<file path="src/rtl/scan_sequencer.sv">
// Channel-scan controller feeding a 3-to-8 decoder: steps through the enabled
// channels of a latched mask, holding each for dwell+1 cycles.
module scan_sequencer #(
    parameter int SEL_W   = 3,
    parameter int DWELL_W = 8
) (
    input  logic                  clk,
    input  logic                  rst_n,
    input  logic                  start,
    input  logic                  stop,
    input  logic                  single,
    input  logic [2**SEL_W-1:0]   mask,
    input  logic [DWELL_W-1:0]    dwell,
    output logic [SEL_W-1:0]      sel,
    output logic                  sel_en,
    output logic                  busy,
    output logic                  done,
    output logic                  wrap
);

    localparam int NCH = 2**SEL_W;

    typedef enum logic {IDLE, SCAN} state_t;

    state_t             state_q, state_d;
    logic [SEL_W-1:0]   sel_q, sel_d;
    logic               sel_en_q, sel_en_d;
    logic               busy_q, busy_d;
    logic               done_q, done_d;
    logic               wrap_q, wrap_d;
    logic [DWELL_W-1:0] cnt_q, cnt_d;
    logic [NCH-1:0]     mask_q, mask_d;
    logic [DWELL_W-1:0] dwell_q, dwell_d;
    logic               single_q, single_d;
    logic [SEL_W:0]     nxt;

    function automatic logic [SEL_W-1:0] lowest_bit(input logic [NCH-1:0] m);
        lowest_bit = '0;
        for (int i = NCH-1; i >= 0; i--)
            if (m[i]) lowest_bit = i[SEL_W-1:0];
    endfunction

    // Returns {found, index} of the lowest set bit strictly above cur.
    function automatic logic [SEL_W:0] next_above(input logic [NCH-1:0] m,
                                                  input logic [SEL_W-1:0] cur);
        next_above = '0;
        for (int i = NCH-1; i >= 0; i--)
            if (m[i] && (i > int'(cur))) next_above = {1'b1, i[SEL_W-1:0]};
    endfunction

    always_comb begin
        state_d  = state_q;
        sel_d    = sel_q;
        sel_en_d = sel_en_q;
        busy_d   = busy_q;
        done_d   = 1'b0;
        wrap_d   = 1'b0;
        cnt_d    = cnt_q;
        mask_d   = mask_q;
        dwell_d  = dwell_q;
        single_d = single_q;
        nxt      = next_above(mask_q, sel_q);

        case (state_q)
            IDLE: begin
                sel_en_d = 1'b0;
                busy_d   = 1'b0;
                if (start && !stop && (mask != '0)) begin
                    mask_d   = mask;
                    dwell_d  = dwell;
                    single_d = single;
                    sel_d    = lowest_bit(mask);
                    cnt_d    = dwell;
                    sel_en_d = 1'b1;
                    busy_d   = 1'b1;
                    state_d  = SCAN;
                end
            end
            SCAN: begin
                if (stop) begin
                    state_d  = IDLE;
                    sel_en_d = 1'b0;
                    busy_d   = 1'b0;
                    done_d   = 1'b1;
                end else if (cnt_q != '0) begin
                    cnt_d = cnt_q - 1'b1;
                end else if (nxt[SEL_W]) begin
                    sel_d = nxt[SEL_W-1:0];
                    cnt_d = dwell_q;
                end else if (single_q) begin
                    state_d  = IDLE;
                    sel_en_d = 1'b0;
                    busy_d   = 1'b0;
                    done_d   = 1'b1;
                end else begin
                    // End of a continuous pass: restart from the lowest channel.
                    sel_d  = lowest_bit(mask_q);
                    cnt_d  = dwell_q;
                    wrap_d = 1'b1;
                end
            end
            default: state_d = IDLE;
        endcase
    end

    always_ff @(posedge clk or negedge rst_n) begin
        if (!rst_n) begin
            state_q  <= IDLE;
            sel_q    <= '0;
            sel_en_q <= 1'b0;
            busy_q   <= 1'b0;
            done_q   <= 1'b0;
            wrap_q   <= 1'b0;
            cnt_q    <= '0;
            mask_q   <= '0;
            dwell_q  <= '0;
            single_q <= 1'b0;
        end else begin
            state_q  <= state_d;
            sel_q    <= sel_d;
            sel_en_q <= sel_en_d;
            busy_q   <= busy_d;
            done_q   <= done_d;
            wrap_q   <= wrap_d;
            cnt_q    <= cnt_d;
            mask_q   <= mask_d;
            dwell_q  <= dwell_d;
            single_q <= single_d;
        end
    end

    assign sel    = sel_q;
    assign sel_en = sel_en_q;
    assign busy   = busy_q;
    assign done   = done_q;
    assign wrap   = wrap_q;

endmodule

</file>
<file path="config.mk">
export PLATFORM = sky130hd
export DESIGN_NAME = scan_sequencer
export DESIGN_NICKNAME = d
export VERILOG_FILES = /design/src/rtl/scan_sequencer.sv
export SDC_FILE = /design/constraint.sdc
export NUM_CORES = 1
export LEC_CHECK = 0
export ABC_AREA = 0
export CORE_ASPECT_RATIO = 0.6
export CORE_MARGIN = 1.5
export CORE_UTILIZATION = 58
export CTS_CLUSTER_DIAMETER = 50
export DETAILED_ROUTE_END_ITERATION = 8
export PLACE_DENSITY = 0.94
export SLEW_MARGIN = 20
export SYNTH_ARGS = -nofsm -noshare
export SYNTH_HDL_FRONTEND = slang
export SYNTH_SLANG_ARGS = --single-unit
</file>
<file path="constraint.sdc">
create_clock -name clk -period 4.85 [get_ports clk]
set_input_delay 0.97 -clock clk [delete_from_list [all_inputs] [get_ports clk]]
set_output_delay 0.97 -clock clk [all_outputs]
set_load 0.1 [all_outputs]
</file>
### Word level (Yosys, flattened, before mapping)

Cells that the tools add are included.

| word-level totals | value |
|---|---|
| bits in registers | 32 |
| input bits | 21 |
| output and inout port bits | 7 |
| logic and storage cells | 97 |

| operators by class | value |
|---|---|
| add/sub/neg operators | 1 |
| order comparisons | 7 |
| equality and inequality tests | 8 |
| mux-type cells | 55 |
| bitwise operators | 1 |
| reduce and logical (&&, ||, !) cells | 16 |

Operators by type and width:

| operator | number |
|---|---|
| two-way mux 3 bit | 21 |
| two-way mux 8 bit | 5 |
| two-way mux 4 bit | 7 |
| two-way mux 1 bit | 18 |
| case mux 8 bit (2 select lines) | 1 |
| nonzero test 8 bit | 2 |
| > comparator 3 bit, first input constant | 4 |
| logical AND 1 bit | 9 |
| subtractor 8 x 1 -> 8 bit, second input constant | 1 |
| > comparator 2 x 3 -> 1 bit, first input constant | 2 |
| inequality test 2 bit, second input constant | 3 |
| inequality test 3 x 2 -> 1 bit, second input constant | 2 |
| inequality test 3 bit, second input constant | 2 |
| case mux 3 bit (2 select lines) | 1 |
| AND reduction 3 bit | 2 |
| inequality test 4 x 2 -> 1 bit, second input constant | 1 |
| case mux 1 bit (2 select lines) | 2 |
| AND reduction 4 bit | 1 |
| > comparator 1 x 3 -> 1 bit, first input constant | 1 |
| AND reduction 2 bit | 1 |
| zero test 1 bit | 1 |
| NOT 1 bit | 1 |

### Depth between registers and ports, before layout

| depth | value |
|---|---|
| depth in word-level cells | 13 |
| depth in mapped cells | 8 |
| gate-level depth less buffers | 7 |

### Least setup slack after synthesis

No wires, ideal clock.

| timing path | value |
|---|---|
| kind | reg-to-reg |
| start point | register sel_q[2] (netlist: sel[2]) |
| end point | register cnt_q[3] |
| setup time | 0.125 ns |
| data arrival time | 2.561 ns |
| required time | 4.725 ns |
| path slack | 2.164 ns |
| stages on the path, launching flop included | 8 |
| buffers on the path | 2 |
| clock period less this slack | 2.686 ns |
| cells stage by stage | dfrtp_1 > buf_2 > a21boi_0 > o21ai_0 > and4_1 > clkbuf_1 > a21oi_4 > mux2_4 |

| between the ends | value |
|---|---|
| cells in the longest elaborated chain, start to end | 13 |
| elaborated cells between the ends (all ways) | 27 |
| those cells by class | order compare: 7; eq/ne: 1; mux: 11; reduce/logical: 8 |

Ends and longest elaborated chain:

| element | RTL line | source |
|---|---|---|
| start, declared | 26 | `logic [SEL_W-1:0] sel_q, sel_d;` |
| start signal, assigned | 120 | `sel_q <= sel_d;` |
| > comparator 3 bit | 48 | `if (m[i] && (i > int'(cur))) next_above = {1'b1, i[SEL_W-1:0]};` |
| logical AND 1 bit | 48 |  |
| two-way mux 4 bit (6 in a row) | 48 |  |
| two-way mux 4 bit (*) | 48 |  |
| two-way mux 8 bit | 87 | `end else if (nxt[SEL_W]) begin` |
| two-way mux 8 bit | 85 | `end else if (cnt_q != '0) begin` |
| two-way mux 8 bit | 80 | `if (stop) begin` |
| case mux 8 bit (2 select lines) | 64 | `case (state_q)` |
| end signal, assigned | 125 | `cnt_q <= cnt_d;` |
| end, declared | 31 | `logic [DWELL_W-1:0] cnt_q, cnt_d;` |

Mark *: on every way between the ends. The rest lies on a longest branch, timed or not. The select of a mux whose other input is x is not followed.
A chain may end at the register's enable or synchronous reset.

### Final worst setup path

| timing path | value |
|---|---|
| start point | input mask[2] |
| end point | register sel_q[1] (netlist: sel[1]) |

| between the ends | value |
|---|---|
| cells in the longest elaborated chain, start to end | 5 |
| elaborated cells between the ends (all ways) | 9 |
| those cells by class | eq/ne: 1; mux: 5; reduce/logical: 3 |

Ends and longest elaborated chain:

| element | RTL line | source |
|---|---|---|
| start, declared | 12 | `input logic [2**SEL_W-1:0] mask,` |
| two-way mux 3 bit (3 in a row) | 40 | `if (m[i]) lowest_bit = i[SEL_W-1:0];` |
| two-way mux 3 bit | 68 | `if (start && !stop && (mask != '0)) begin` |
| case mux 3 bit (2 select lines) | 64 |  |

Several ways; a longest one is shown, not always the timed one. The select of a mux whose other input is x is not followed.

==> summary.md <==
| Metric | Value |
|---|---|
| Post-synth EDFFs | `0` |
| Fin Setup TNS | `0 ns` |
| Unrepaired setup endpoints after global routing | `no` |
| Congestion Overflow GR | `0` |
| Netlist cell types | `55` |
| Via density | `6.34` |
| First-pass GRT wire length | `8.27 mm` |
| Synth top area share | `0.403` |
| Synth area leaders | `dfrtp_1, mux2_2, mux2_4, o21ai_0, nand2_1` |
| Detail Placement HPWL | `3.64 mm` |
| Horiz. Die Dim | `78.6 um` |
| Final setup viols | `0` |
| Part of the cycle the worst path needs | `0.649` |
| Worst skew pair latency | `0.30 ns` |
| Syn Inst Count | `199` |
| Core Rows | `16` |
| Antenna diode count | `0` |
| Crit Path Class | `primary input to register` |
| PwrDens | `495 mW/mm2` |
| Port Buffers | `27` |
| # resized after CTS | `0` |
| CP startpoint kind | `primary input` |
| Non-Filler Instances | `273` |
| Via count | `1,730` |
| Peak VDD IR | `0.306 mV` |
| Synth warn | `0` |
| Relative slew slack | `0.353` |
| Critical Path RT | `5.04 ns` |
| Fin. max-slew vios | `0` |
| CTS clk-pin slew, worst paths | `0.07 ns` |
| Ys async rst share | `1.00` |
| Status | `complete, no violations` |
| CTS Buffer Depth | `2` |
| Vias in the first global route | `1,601` |
| Syn Area/Cell | `9.99 um2` |
| H-Tree Depth | `2` |
| Gr usage total | `0.295` |
| Worst Hold Class | `register to register` |
| Number of post-CTS setup repair buffers | `0` |
| Syn_nets | `222` |
| Routability congestion estimate | `0.918` |
| Synth top cells by count | `dfrtp_1, mux2_2, o21ai_0` |
| Synthesis-to-finish area growth | `21.0%` |
| Seq/Total Area, Yosys | `0.403` |
| Worst-path fanout max | `14` |
| CTS tree | `yes` |
| Synth area leader | `dfrtp_1` |
| Initial DRC count | `248` |
| Final min period | `3.15 ns` |
| Fmax | `318 MHz` |
| Initial antenna violation count | `0` |
| Layout cells sized above 1 | `0.189` |
| Iteration count of the initial detailed-routing pass | `5` |
| Root Buffer | `clkbuf_8` |
| Io pins | `28` |
| Critical Path End Type | `register` |
| Effective utilization at floorplan | `0.609` |
| Final WL | `4.97 mm` |
| Placed insts | `265` |
| Leakage | `0.995 nW` |
| Vert. Die Dim | `48.4 um` |
| Final ANT Viol Nets | `0` |
| #FFs+latches synth | `32` |
| Drt wl/cell | `18.2 um` |
| CTS buffer count | `5` |
| Die ar. | `0.00380 mm2` |
| Core ar. | `0.00326 mm2` |
| Post-layout nets | `250` |
| Hold buffers post-CTS | `0` |
| Top_reg_cell synth | `dfrtp_1` |
| Mapped cell area | `0.00199 mm2` |
| Number of hold violations in the final report | `0` |
| Largest net degree at the start of global routing | `33` |
| Worst Path Arrival | `3.34 ns` |
| Slew @ Worst Pin | `0.968 ns` |
| Clock Sinks | `32` |
| Residual DRC | `0` |
| Max Cap Viol | `0` |
| Clock Skew | `0.00655 ns` |
| Count leader, synth | `dfrtp_1` |
==> per-layer routing <==
metal | global-route usage | share of wire
met1 | 0.453 | 0.47
met2 | 0.391 | 0.41
met3 | 0.0642 | 0.099
met4 | 0.137 | 0.024
met5 | 0 | 0
==> per-stage QoR <==
stage	total power, mW	hold slack [ns]	cell area [um2]	util	setup slack (ns)
floorplan	0.788	0.473	1990	-	2.16
global placement	0.904	0.491	2300	0.704	1.50
detailed placement	0.922	0.497	2300	0.704	1.42
CTS	1.18	0.516	2410	0.737	1.71
global route	1.25	0.526	2410	0.737	1.55
finish	1.19	0.509	2410	0.737	1.70
==> area by class of cell <==
cell class	instances	area [um2]
Clock buffer	6	72.6
Clock inverter	2	35.0
Fill cell	243	857
Inverter	11	41.3
Multi-Input combinational cell	148	1110
Sequential cell	32	801
Tap cell	45	56.3
Timing Repair Buffer	29	285
==> logic make-up (layout without fill, tap and decap cells) <==
kind of cell | Yosys count | count (layout) | share of synthesized area
compound gates | 53 | 53 | 0.185
xor+xnor | 3 | 3 | 0.0132
fa+ha+maj | 2 | 2 | 0.0126
buf+inv | 19 | 48 | 0.0428
flops | 32 | 32 | 0.403
mux | 27 | 27 | 0.162
simple gates | 63 | 63 | 0.182
==> cell usage in the layout (no fill, tap or decap), types with 3 or more instances in the layout <==
cell type	synthesis	final
dfrtp_1	32	32
clkdlybuf4s50_1	0	27
mux2_2	17	17
o21ai_0	15	15
nand2_1	13	13
nor2_1	12	12
inv_1	10	10
a21oi_1	8	8
nor4_1	6	6
mux2_4	6	6
nor2b_1	5	5
nor3_1	5	5
clkbuf_8	0	5
mux2i_1	4	4
o31ai_1	4	4
nand3_1	3	3
a31oi_1	3	3
==> final timing paths <==
path | to | startpoint | cells past startpoint | slack [ns]
max | sel[1] | mask[2] | 6 | 1.70
min reg2reg | dwell_q[3] | dwell_q[3] | 1 | 0.51
min in group asynchronous | mask_q[6] | rst_n | 2 | 1.06
max reg2reg | cnt_q[3] | state_q | 5 | 2.24
max in group asynchronous | mask_q[1] | rst_n | 2 | 3.49
min | dwell_q[3] | dwell_q[3] | 1 | 0.51
==> sequential cells by signal (all words and copies together) (netlist names) <==
register,count
busy,1
cnt_q,8
done,1
dwell_q,8
mask_q,8
sel,3
single_q,1
state_q,1
wrap,1
==> where the power goes <==
group	switching (mW)	total, mW	internal, mW
Clock	0.107	0.259	0.152
Combinational	0.283	0.489	0.206
Sequential	0.109	0.443	0.334
Total	0.499	1.19	0.692
==> worst max-delay path, cell delays in order <==
cell and delay, ns:
clkdlybuf4s50_1 0.58, nor4_1 0.15, a2111oi_4 0.89, a21oi_1 0.12
a21oi_1 0.26, mux2_2 0.36
Power figures use the tool's default switching activity.
